$ cat config.mk
export PLATFORM = sky130hd
export DESIGN_NAME = pulse_proximity_meter_flat
export DESIGN_NICKNAME = d
export VERILOG_FILES = /design/src/rtl/pulse_proximity_meter_if.sv /design/src/rtl/pulse_proximity_meter.sv /design/src/flat_wrapper.sv
export SDC_FILE = /design/constraint.sdc
export NUM_CORES = 1
export LEC_CHECK = 0
export CORE_ASPECT_RATIO = 1.5
export CORE_MARGIN = 2
export CORE_UTILIZATION = 60
export DETAILED_ROUTE_END_ITERATION = 12
export MAX_ROUTING_LAYER = met4
export PLACE_DENSITY = 0.84
export SLEW_MARGIN = 20
export SYNTH_ARGS = -nofsm -noshare
export SYNTH_HDL_FRONTEND = slang
export SYNTH_SLANG_ARGS = --single-unit
$ cat constraint.sdc
create_clock -name clk -period 7.4 [get_ports clk]
set_clock_uncertainty 0.15 [all_clocks]
set_input_delay 0.74 -clock clk [delete_from_list [all_inputs] [get_ports clk]]
set_output_delay 0.74 -clock clk [all_outputs]
set_load 0.01 [all_outputs]
$ cat src/rtl/pulse_proximity_meter_if.sv
// Pulse proximity meter bus: control/config in, graded result out.
// master drives configuration and the pulse pin, slave is the meter.
interface pulse_proximity_meter_if #(
  parameter int CNT_W = 16,
  parameter int SEL_W = 3,
  parameter int TOL_W = 8
);
  logic             enable;
  logic             pulse_in;
  logic [SEL_W-1:0] gate_sel;
  logic [CNT_W-1:0] target;
  logic [TOL_W-1:0] tol_fine;
  logic [TOL_W-1:0] tol_coarse;
  logic [CNT_W-1:0] count_out;
  logic             result_vld;
  logic             in_tune;
  logic             near;
  logic             far;
  logic             dir_high;
  logic             overflow;

  modport master (
    output enable, pulse_in, gate_sel, target,
    output tol_fine, tol_coarse,
    input  count_out, result_vld, in_tune,
    input  near, far, dir_high, overflow
  );

  modport slave (
    input  enable, pulse_in, gate_sel, target,
    input  tol_fine, tol_coarse,
    output count_out, result_vld, in_tune,
    output near, far, dir_high, overflow
  );
endinterface

$ cat src/rtl/pulse_proximity_meter.sv
// Counts pulse edges over a 2^n-cycle gate window and grades
// the count against a target with fine/coarse tolerance bands.
module pulse_proximity_meter #(
  parameter int CNT_W     = 16,
  parameter int BASE_LOG2 = 10,
  parameter int SEL_W     = 3,
  parameter int TOL_W     = 8
) (
  input logic clk,
  input logic rst,
  pulse_proximity_meter_if.slave bus
);
  localparam int GW  = BASE_LOG2 + (1 << SEL_W) - 1;
  localparam int GW1 = GW + 1;
  localparam int DW  = CNT_W + 1;
  localparam int CW  = (DW > TOL_W) ? DW : TOL_W;

  typedef enum logic [1:0] {
    IDLE, LOAD, GATE, REPORT
  } state_t;

  state_t           state_q;
  logic [2:0]       sync_q;
  logic [SEL_W-1:0] sel_q;
  logic [CNT_W-1:0] tgt_q;
  logic [CNT_W-1:0] cnt_q, cnt_d;
  logic             ovf_q, ovf_d;
  logic [GW-1:0]    gcnt_q;
  logic [CNT_W-1:0] count_q;
  logic             vld_q, tune_q, near_q;
  logic             far_q, dir_q, ovfo_q;

  logic            edge_w;
  logic [GW1-1:0]  win_w;
  logic            gate_done_w;
  logic [DW-1:0]   diff_w, mag_w;
  logic [CW-1:0]   mag_x, fine_x, coarse_x;
  logic            tune_w, near_w, far_w, dir_w;

  assign edge_w = sync_q[1] & ~sync_q[2];
  assign win_w  = GW1'(1) << (BASE_LOG2 + int'(sel_q));
  assign gate_done_w =
    (({1'b0, gcnt_q} + GW1'(1)) == win_w);

  assign diff_w   = {1'b0, cnt_q} - {1'b0, tgt_q};
  assign mag_w    = diff_w[DW-1] ? (~diff_w + DW'(1))
                                 : diff_w;
  assign mag_x    = CW'(mag_w);
  assign fine_x   = CW'(bus.tol_fine);
  assign coarse_x = CW'(bus.tol_coarse);

  // two-flop synchroniser plus edge-detect flop
  always_ff @(posedge clk or posedge rst) begin
    if (rst) sync_q <= '0;
    else     sync_q <= {sync_q[1:0], bus.pulse_in};
  end

  // saturating edge counter, overflow sticks for the window
  always_comb begin
    cnt_d = cnt_q;
    ovf_d = ovf_q;
    if (edge_w) begin
      if (&cnt_q) ovf_d = 1'b1;
      else        cnt_d = cnt_q + CNT_W'(1);
    end
  end

  // band grading, fine band checked first, overflow forces far
  always_comb begin
    tune_w = 1'b0;
    near_w = 1'b0;
    far_w  = 1'b0;
    dir_w  = (cnt_q > tgt_q);
    if (ovf_q) begin
      far_w = 1'b1;
      dir_w = 1'b1;
    end else if (mag_x <= fine_x) begin
      tune_w = 1'b1;
    end else if (mag_x <= coarse_x) begin
      near_w = 1'b1;
    end else begin
      far_w = 1'b1;
    end
  end

  // window sequencer with registered result outputs
  always_ff @(posedge clk or posedge rst) begin
    if (rst) begin
      state_q <= IDLE;
      sel_q   <= '0;
      tgt_q   <= '0;
      cnt_q   <= '0;
      ovf_q   <= 1'b0;
      gcnt_q  <= '0;
      count_q <= '0;
      vld_q   <= 1'b0;
      tune_q  <= 1'b0;
      near_q  <= 1'b0;
      far_q   <= 1'b0;
      dir_q   <= 1'b0;
      ovfo_q  <= 1'b0;
    end else begin
      vld_q <= 1'b0;
      unique case (state_q)
        IDLE: begin
          if (bus.enable) state_q <= LOAD;
        end
        LOAD: begin
          if (!bus.enable) begin
            state_q <= IDLE;
          end else begin
            sel_q   <= bus.gate_sel;
            tgt_q   <= bus.target;
            cnt_q   <= '0;
            ovf_q   <= 1'b0;
            gcnt_q  <= '0;
            state_q <= GATE;
          end
        end
        GATE: begin
          if (!bus.enable) begin
            state_q <= IDLE;
          end else begin
            cnt_q  <= cnt_d;
            ovf_q  <= ovf_d;
            gcnt_q <= gcnt_q + GW'(1);
            if (gate_done_w) state_q <= REPORT;
          end
        end
        REPORT: begin
          count_q <= cnt_q;
          vld_q   <= 1'b1;
          tune_q  <= tune_w;
          near_q  <= near_w;
          far_q   <= far_w;
          dir_q   <= dir_w;
          ovfo_q  <= ovf_q;
          state_q <= bus.enable ? LOAD : IDLE;
        end
        default: state_q <= IDLE;
      endcase
    end
  end

  assign bus.count_out  = count_q;
  assign bus.result_vld = vld_q;
  assign bus.in_tune    = tune_q;
  assign bus.near       = near_q;
  assign bus.far        = far_q;
  assign bus.dir_high   = dir_q;
  assign bus.overflow   = ovfo_q;
endmodule

$ cat src/flat_wrapper.sv
// flat-port wrapper written by rule: the top's interface ports become plain ports
module pulse_proximity_meter_flat 
#(
  parameter int CNT_W     = 16,
  parameter int BASE_LOG2 = 10,
  parameter int SEL_W     = 3,
  parameter int TOL_W     = 8
)
  (clk, rst, bus_enable, bus_pulse_in, bus_gate_sel, bus_target, bus_tol_fine, bus_tol_coarse, bus_count_out, bus_result_vld, bus_in_tune, bus_near, bus_far, bus_dir_high, bus_overflow);
  pulse_proximity_meter_if #(.CNT_W(CNT_W), .SEL_W(SEL_W), .TOL_W(TOL_W)) bus_i ();
  input logic clk;
  input logic rst;
  input wire logic [$bits(bus_i.enable)-1:0] bus_enable;
  input wire logic [$bits(bus_i.pulse_in)-1:0] bus_pulse_in;
  input wire logic [$bits(bus_i.gate_sel)-1:0] bus_gate_sel;
  input wire logic [$bits(bus_i.target)-1:0] bus_target;
  input wire logic [$bits(bus_i.tol_fine)-1:0] bus_tol_fine;
  input wire logic [$bits(bus_i.tol_coarse)-1:0] bus_tol_coarse;
  output wire logic [$bits(bus_i.count_out)-1:0] bus_count_out;
  output wire logic [$bits(bus_i.result_vld)-1:0] bus_result_vld;
  output wire logic [$bits(bus_i.in_tune)-1:0] bus_in_tune;
  output wire logic [$bits(bus_i.near)-1:0] bus_near;
  output wire logic [$bits(bus_i.far)-1:0] bus_far;
  output wire logic [$bits(bus_i.dir_high)-1:0] bus_dir_high;
  output wire logic [$bits(bus_i.overflow)-1:0] bus_overflow;
  assign bus_i.enable = bus_enable;
  assign bus_i.pulse_in = bus_pulse_in;
  assign bus_i.gate_sel = bus_gate_sel;
  assign bus_i.target = bus_target;
  assign bus_i.tol_fine = bus_tol_fine;
  assign bus_i.tol_coarse = bus_tol_coarse;
  assign bus_count_out = bus_i.count_out;
  assign bus_result_vld = bus_i.result_vld;
  assign bus_in_tune = bus_i.in_tune;
  assign bus_near = bus_i.near;
  assign bus_far = bus_i.far;
  assign bus_dir_high = bus_i.dir_high;
  assign bus_overflow = bus_i.overflow;
  pulse_proximity_meter #(.CNT_W(CNT_W), .BASE_LOG2(BASE_LOG2), .SEL_W(SEL_W), .TOL_W(TOL_W)) u_core (.clk(clk), .rst(rst), .bus(bus_i));
endmodule
* Word-level counts from Yosys, hierarchy flattened
Cells that the tools add are included.
** Word-level totals
- Bits of input ports :: 39
- Output and inout bits :: 22
- Flip-flop bits (word level) :: 80
- Word-level logic and storage cells :: 76
** Operators by class
- Eq/ne operators :: 11
- Bitwise operators :: 3
- Muxes and demuxes :: 30
- Shift-type cells :: 1
- Reductions and logical operators :: 8
- Add/sub/neg operators :: 6
- Order comparisons :: 3
** Operators with widths (count)
- 16-bit 2-to-1 mux :: 4
- 17-bit 2-to-1 mux :: 3
- 17-bit by 1-bit adder with 17-bit output, second input constant :: 2
- 17-bit by 8-bit <= comparator with 1-bit output :: 2
- 17-bit case mux with 2 select lines :: 1
- 16-bit case mux with 2 select lines :: 1
- 1-bit by 32-bit << shifter with 18-bit output, first input constant :: 1
- 17-bit by 1-bit adder with 18-bit output, second input constant :: 1
- 18-bit == test :: 1
- 17-bit NOT :: 1
- 16-bit by 16-bit subtractor with 17-bit output :: 1
- 16-bit by 1-bit adder with 16-bit output, second input constant :: 1
- 16-bit > comparator :: 1
- 16-bit AND reduction :: 1
- 1-bit 2-to-1 mux :: 15
- 5-bit AND reduction :: 2
- 2-bit 2-to-1 mux :: 4
- 2-bit inequality test, second input constant :: 4
- 2-bit case mux with 4 select lines :: 1
- 4-bit by 3-bit adder with 5-bit output, first input constant :: 1
- 2-bit == test, second input constant :: 2
- 2-bit by 1-bit inequality test with 1-bit output, second input constant :: 2
- 2-bit AND reduction :: 2
- 3-bit by 2-bit inequality test with 1-bit output, second input constant :: 1
- other kinds (7) :: 7

* Logic depth before layout (Yosys ltp)
- Depth after elaboration :: 8
- Depth in mapped cells :: 20
- Mapped depth without buffers :: 20

* Worst setup path after synthesis
No wires, ideal clock.
- Path kind :: reg2reg
- Start :: reg u_core.cnt_q[0]
- End :: reg u_core.far_q (netlist: u_core.bus.far)
- Setup time :: 0.124 ns
- Cell stages (with the launch flop) :: 20
- Arrival :: 3.696 ns
- Path buffers :: 0
- Path slack :: 3.430 ns
- Data required time :: 7.126 ns
- Period minus slack after synthesis :: 3.970 ns
- Cells stage by stage :: dfrtp_1 > inv_1 > ha_1 > fa_1 > nand2b_1 > a21oi_1 > o21ba_2 > nor2_1 > o21ai_2 > nor2_1 > a21oi_1 > ha_1 > nor2b_1 > o21a_1 > o21a_1 > o21a_1 > o21a_1 > o21a_1 > o211a_1 > o31a_1
** On the way
- Word-level cells in the longest chain between the ends :: 8
- Elaborated cells on any way between the ends :: 9
- Classes of those cells :: add/sub: 2; order compare: 2; mux: 4; bitwise: 1
** RTL lines
- start, declared :: line pulse_proximity_meter.sv:26 : logic [CNT_W-1:0] cnt_q, cnt_d;
- start signal, assigned :: line pulse_proximity_meter.sv:124 : cnt_q <= cnt_d;
- 16-bit by 16-bit subtractor with 17-bit output * :: line pulse_proximity_meter.sv:45 : assign diff_w = {1'b0, cnt_q} - {1'b0, tgt_q};
- 17-bit NOT :: line pulse_proximity_meter.sv:46 : assign mag_w = diff_w[DW-1] ? (~diff_w + DW'(1))
- 17-bit by 1-bit adder with 17-bit output :: line pulse_proximity_meter.sv:46
- 17-bit 2-to-1 mux * :: line pulse_proximity_meter.sv:46
- 17-bit by 8-bit <= comparator with 1-bit output :: line pulse_proximity_meter.sv:79 : end else if (mag_x <= coarse_x) begin
- 1-bit 2-to-1 mux :: line pulse_proximity_meter.sv:79
- 1-bit 2-to-1 mux * :: line pulse_proximity_meter.sv:77 : end else if (mag_x <= fine_x) begin
- 1-bit 2-to-1 mux * :: line pulse_proximity_meter.sv:74 : if (ovf_q) begin
- end signal, assigned :: line pulse_proximity_meter.sv:135 : far_q <= far_w;
- end, declared :: line pulse_proximity_meter.sv:31 : logic far_q, dir_q, ovfo_q;
Mark *: on every way between the ends. The rest lies on a longest branch, timed or not.
A chain may end at the register's enable or synchronous reset.

* Worst setup path in the final report
Ends and elaborated chain as after synthesis.

==> out/qor.yml <==
initial_core_util_pct: 60.8
hold_start: "u_core.sync_q[0]"
cts_buffers: 9
crit_slowest_cell: "fa_1"
path_cells: "inv_1 -> ha_1 -> fa_1 -> nand2b_1 -> a21oi_1 -> o21ba_2 -> nor2_1 -> o21ai_2 -> nor2_1 -> a21oi_1 -> ha_1 -> nor2b_1 -> o21a_1 -> o21a_1 -> o21ai_0 -> nand2b_1 -> a21oi_1 -> o311ai_0 -> o211a_1 -> o31a_1"
startpoint_type: "register"
synth_cell_types: 67
wl_mm: 14.0
worst-path-max-fanout: 10
grt.total_usage_pct: 29.8
wl_met3_um: 422
yosysSeqAreaShare_pct: 36.0
cts_max_level: 3
slew_viol_final: 0
core-area_sq_um: 9150
max_freq_mhz: 221
detailed_place_hpwl_mm: 10.2
async_reset_ff_share_pct: 100
path_buf_inv: 1
wl_met1_mm: 5.55
end_kind: "register"
cp.required_ps: 7470
power.internal_mw: 1.21
synth_top_flop_cell: "dfrtp_1"
clockBufferDepth: 2
p_leak_nw: 2.97
hold_path_class: "register to register"
grt_max_degree: 81
p_seq_share_pct: 27.0
dieWidth_um: 82.6
firstDrtPassIters: 6
cap_violations: 0
cts_num_sinks: 80
drive_gt1_share_pct: 7.86
die_area_sq_um: 10100
r2r_cells: 20
most-common-layout-cells: "80 x dfrtp_1, 73 x nand2_1, 60 x clkdlybuf4s50_1, 57 x o21ai_0, 49 x nor2_1"
r2r-end: "u_core.bus.far"
clk_pin_slew_ps: 60
final_antenna_net_count: 0
cpMostUsedCell: "a21oi_1"
p_sw_share_pct: 40.5
power_switching_uw: 824
path_delay_family: "compound AO/OA/AOI/OAI gates"
cts_hold_buf: 0
r2r-start: "u_core.cnt_q[0]"
min_period_ps: 4520
clockRootBuffer: "clkbuf_16"
portBuffers: 60
clkPwrFrac_pct: 22.6
reg2reg_slack_ps: 2880
final-setup-viol-count: 0
critPathMaxStageDelay_ps: 410
hold-path-cell-count: 0
antenna_found_initial: 0
fillers: 714
synth_fp_nets: 718
synth_edf_count: 0
postCtsSetupBuffers: 0
syn_inst: 642
drc: 0
synth_seq_cells: 80
rows: 43
yosys_warnings: 0
n_antenna_cell: 0
netlist_area_sq_um: 5560
ctsResizeCount: 0
finalNonFillerCells: 812
hold_viol_final: 0
clk_latency_ps: 340
min_period_over_period_pct: 61.1
cts_tree: "built"
tns_ps: 0
wl_met2_mm: 7.43
power.density_nw_per_um2: 311
drt_iter0_markers: 355
worstMarginPinSlew_ps: 975
fp.dieH_um: 122
wl_per_cell_um: 17.2
vias_per_cell: 6.18
dpl.cell_count: 796
areaGrowthSynthToFinish_pct: 17.8
grt.overflow.total: 0
num_vias: 5016
holdPathEnd: "u_core.sync_q[1]"
grt_setup_unrepaired: "false"
finalPower_mw: 2.03
place_congestion: 0.898
relSlewSlack_pct: 34.8
grt_pass1_vias: 4998
grt_pass1_wl_mm: 22.3
worst-setup-path-type: "register to register"
arrival_ps: 4600
top_level_ports: 61
final_common_cell: "dfrtp_1"
ir_drop_uv: 221
fin_nets: 771
run_status: "completed"
top_layer_used: "met4"
synth.avg_cell_area_sq_um: 8.66
pwr-share-comb_pct: 50.4
[state kept, by name, indices dropped and copies added (netlist names)]
register and flops:
u_core.bus.overflow 1, u_core.state_q 2, u_core.bus.near 1, u_core.bus.result_vld 1
u_core.sync_q 3, u_core.bus.in_tune 1, u_core.cnt_q 16, u_core.sel_q 3
u_core.tgt_q 16, u_core.gcnt_q 17, u_core.bus.far 1, u_core.ovf_q 1
u_core.bus.count_out 16, u_core.bus.dir_high 1
[power by group through the flow]
stage	logic, mW	clock network (mW)	registers [mW]
final	1.02	0.459	0.549
after global routing	1.13	0.479	0.558
after CTS	1.01	0.464	0.549
after detailed placement	1.00	0	0.556
after global placement	0.952	0	0.552
after floorplan	0.760	0	0.542
[worst reg2reg max path, stage by stage (launching register included)]
cell and delay [ps]:
dfrtp_1 370, inv_1 90, ha_1 240, fa_1 420
nand2b_1 210, a21oi_1 220, o21ba_2 180, nor2_1 60
o21ai_2 360, nor2_1 80, a21oi_1 260, ha_1 300
nor2b_1 130, o21a_1 170, o21a_1 160, o21ai_0 140
nand2b_1 80, a21oi_1 180, o311ai_0 210, o211a_1 180
o31a_1 230
[layout make-up]
class                           count  area, sq um  area share, %
Multi-Input combinational cell    501         3320           50.8
Clock buffer                       10          239           3.65
Inverter                           41          155           2.37
Sequential cell                    80         2000           30.6
Tap cell                          112          140           2.14
Clock inverter                      6         67.6           1.03
Timing Repair Buffer               62          619           9.46
[metrics by stage]
| stage | worst slack (ps) | util (%) | hold WS, ps | instance area [sq um] |
|---|---|---|---|---|
| floorplan | 3430 | - | 181 | 5560 |
| global placement | 3120 | 68.2 | 185 | 6240 |
| detailed placement | 2960 | 68.2 | 191 | 6240 |
| CTS | 2930 | 71.5 | 204 | 6540 |
| global route | 2560 | 71.6 | 216 | 6550 |
| finish | 2880 | 71.6 | 200 | 6550 |
[cell families after synthesis]
family / Yosys count / synth area share [%]
simple gates: 238 / 21.6
compound gates: 158 / 17.9
flops: 80 / 36.0
buf+inv: 61 / 4.19
xor+xnor: 41 / 6.46
fa+ha+maj: 37 / 8.46
mux: 27 / 5.36
[routing by layer]
layer  up-vias  global-route usage, %
met5         -                      -
met4         0                   14.2
met3        44                   4.89
met2       138                   51.2
met1      2436                   32.8
li1       2398                      -
[Yosys cell counts, types with 6 or more instances]
cell | n | share of area (%)
a21o_1 | 6 | 0.81
a21oi_1 | 35 | 3.2
and2_1 | 10 | 1.1
and3_1 | 10 | 1.1
clkbuf_1 | 15 | 1.0
dfrtp_1 | 80 | 36
ha_1 | 36 | 8.1
inv_1 | 41 | 2.8
mux2_2 | 21 | 4.3
nand2_1 | 73 | 4.9
nand2b_1 | 10 | 1.1
nand3_1 | 25 | 2.3
nand4_1 | 13 | 1.5
nor2_1 | 49 | 3.3
nor2b_1 | 8 | 0.90
nor3_1 | 13 | 1.2
o21a_1 | 10 | 1.4
o21ai_0 | 57 | 5.1
o31ai_1 | 9 | 1.2
xnor2_1 | 18 | 2.8
xor2_1 | 23 | 3.6
[how the worst max path moves through the flow]
stage,startpoint,cells past startpoint,slack [ps],to
finish,u_core.cnt_q[0],20,2880,u_core.bus.far
global route,u_core.cnt_q[0],20,2560,u_core.bus.far
CTS,u_core.cnt_q[0],20,2930,u_core.bus.far
detailed placement,u_core.cnt_q[0],20,2960,u_core.bus.far
global placement,u_core.cnt_q[0],20,3120,u_core.bus.far
floorplan,u_core.cnt_q[0],19,3430,u_core.bus.far
Note: power is estimated with default switching activity, not from simulation.
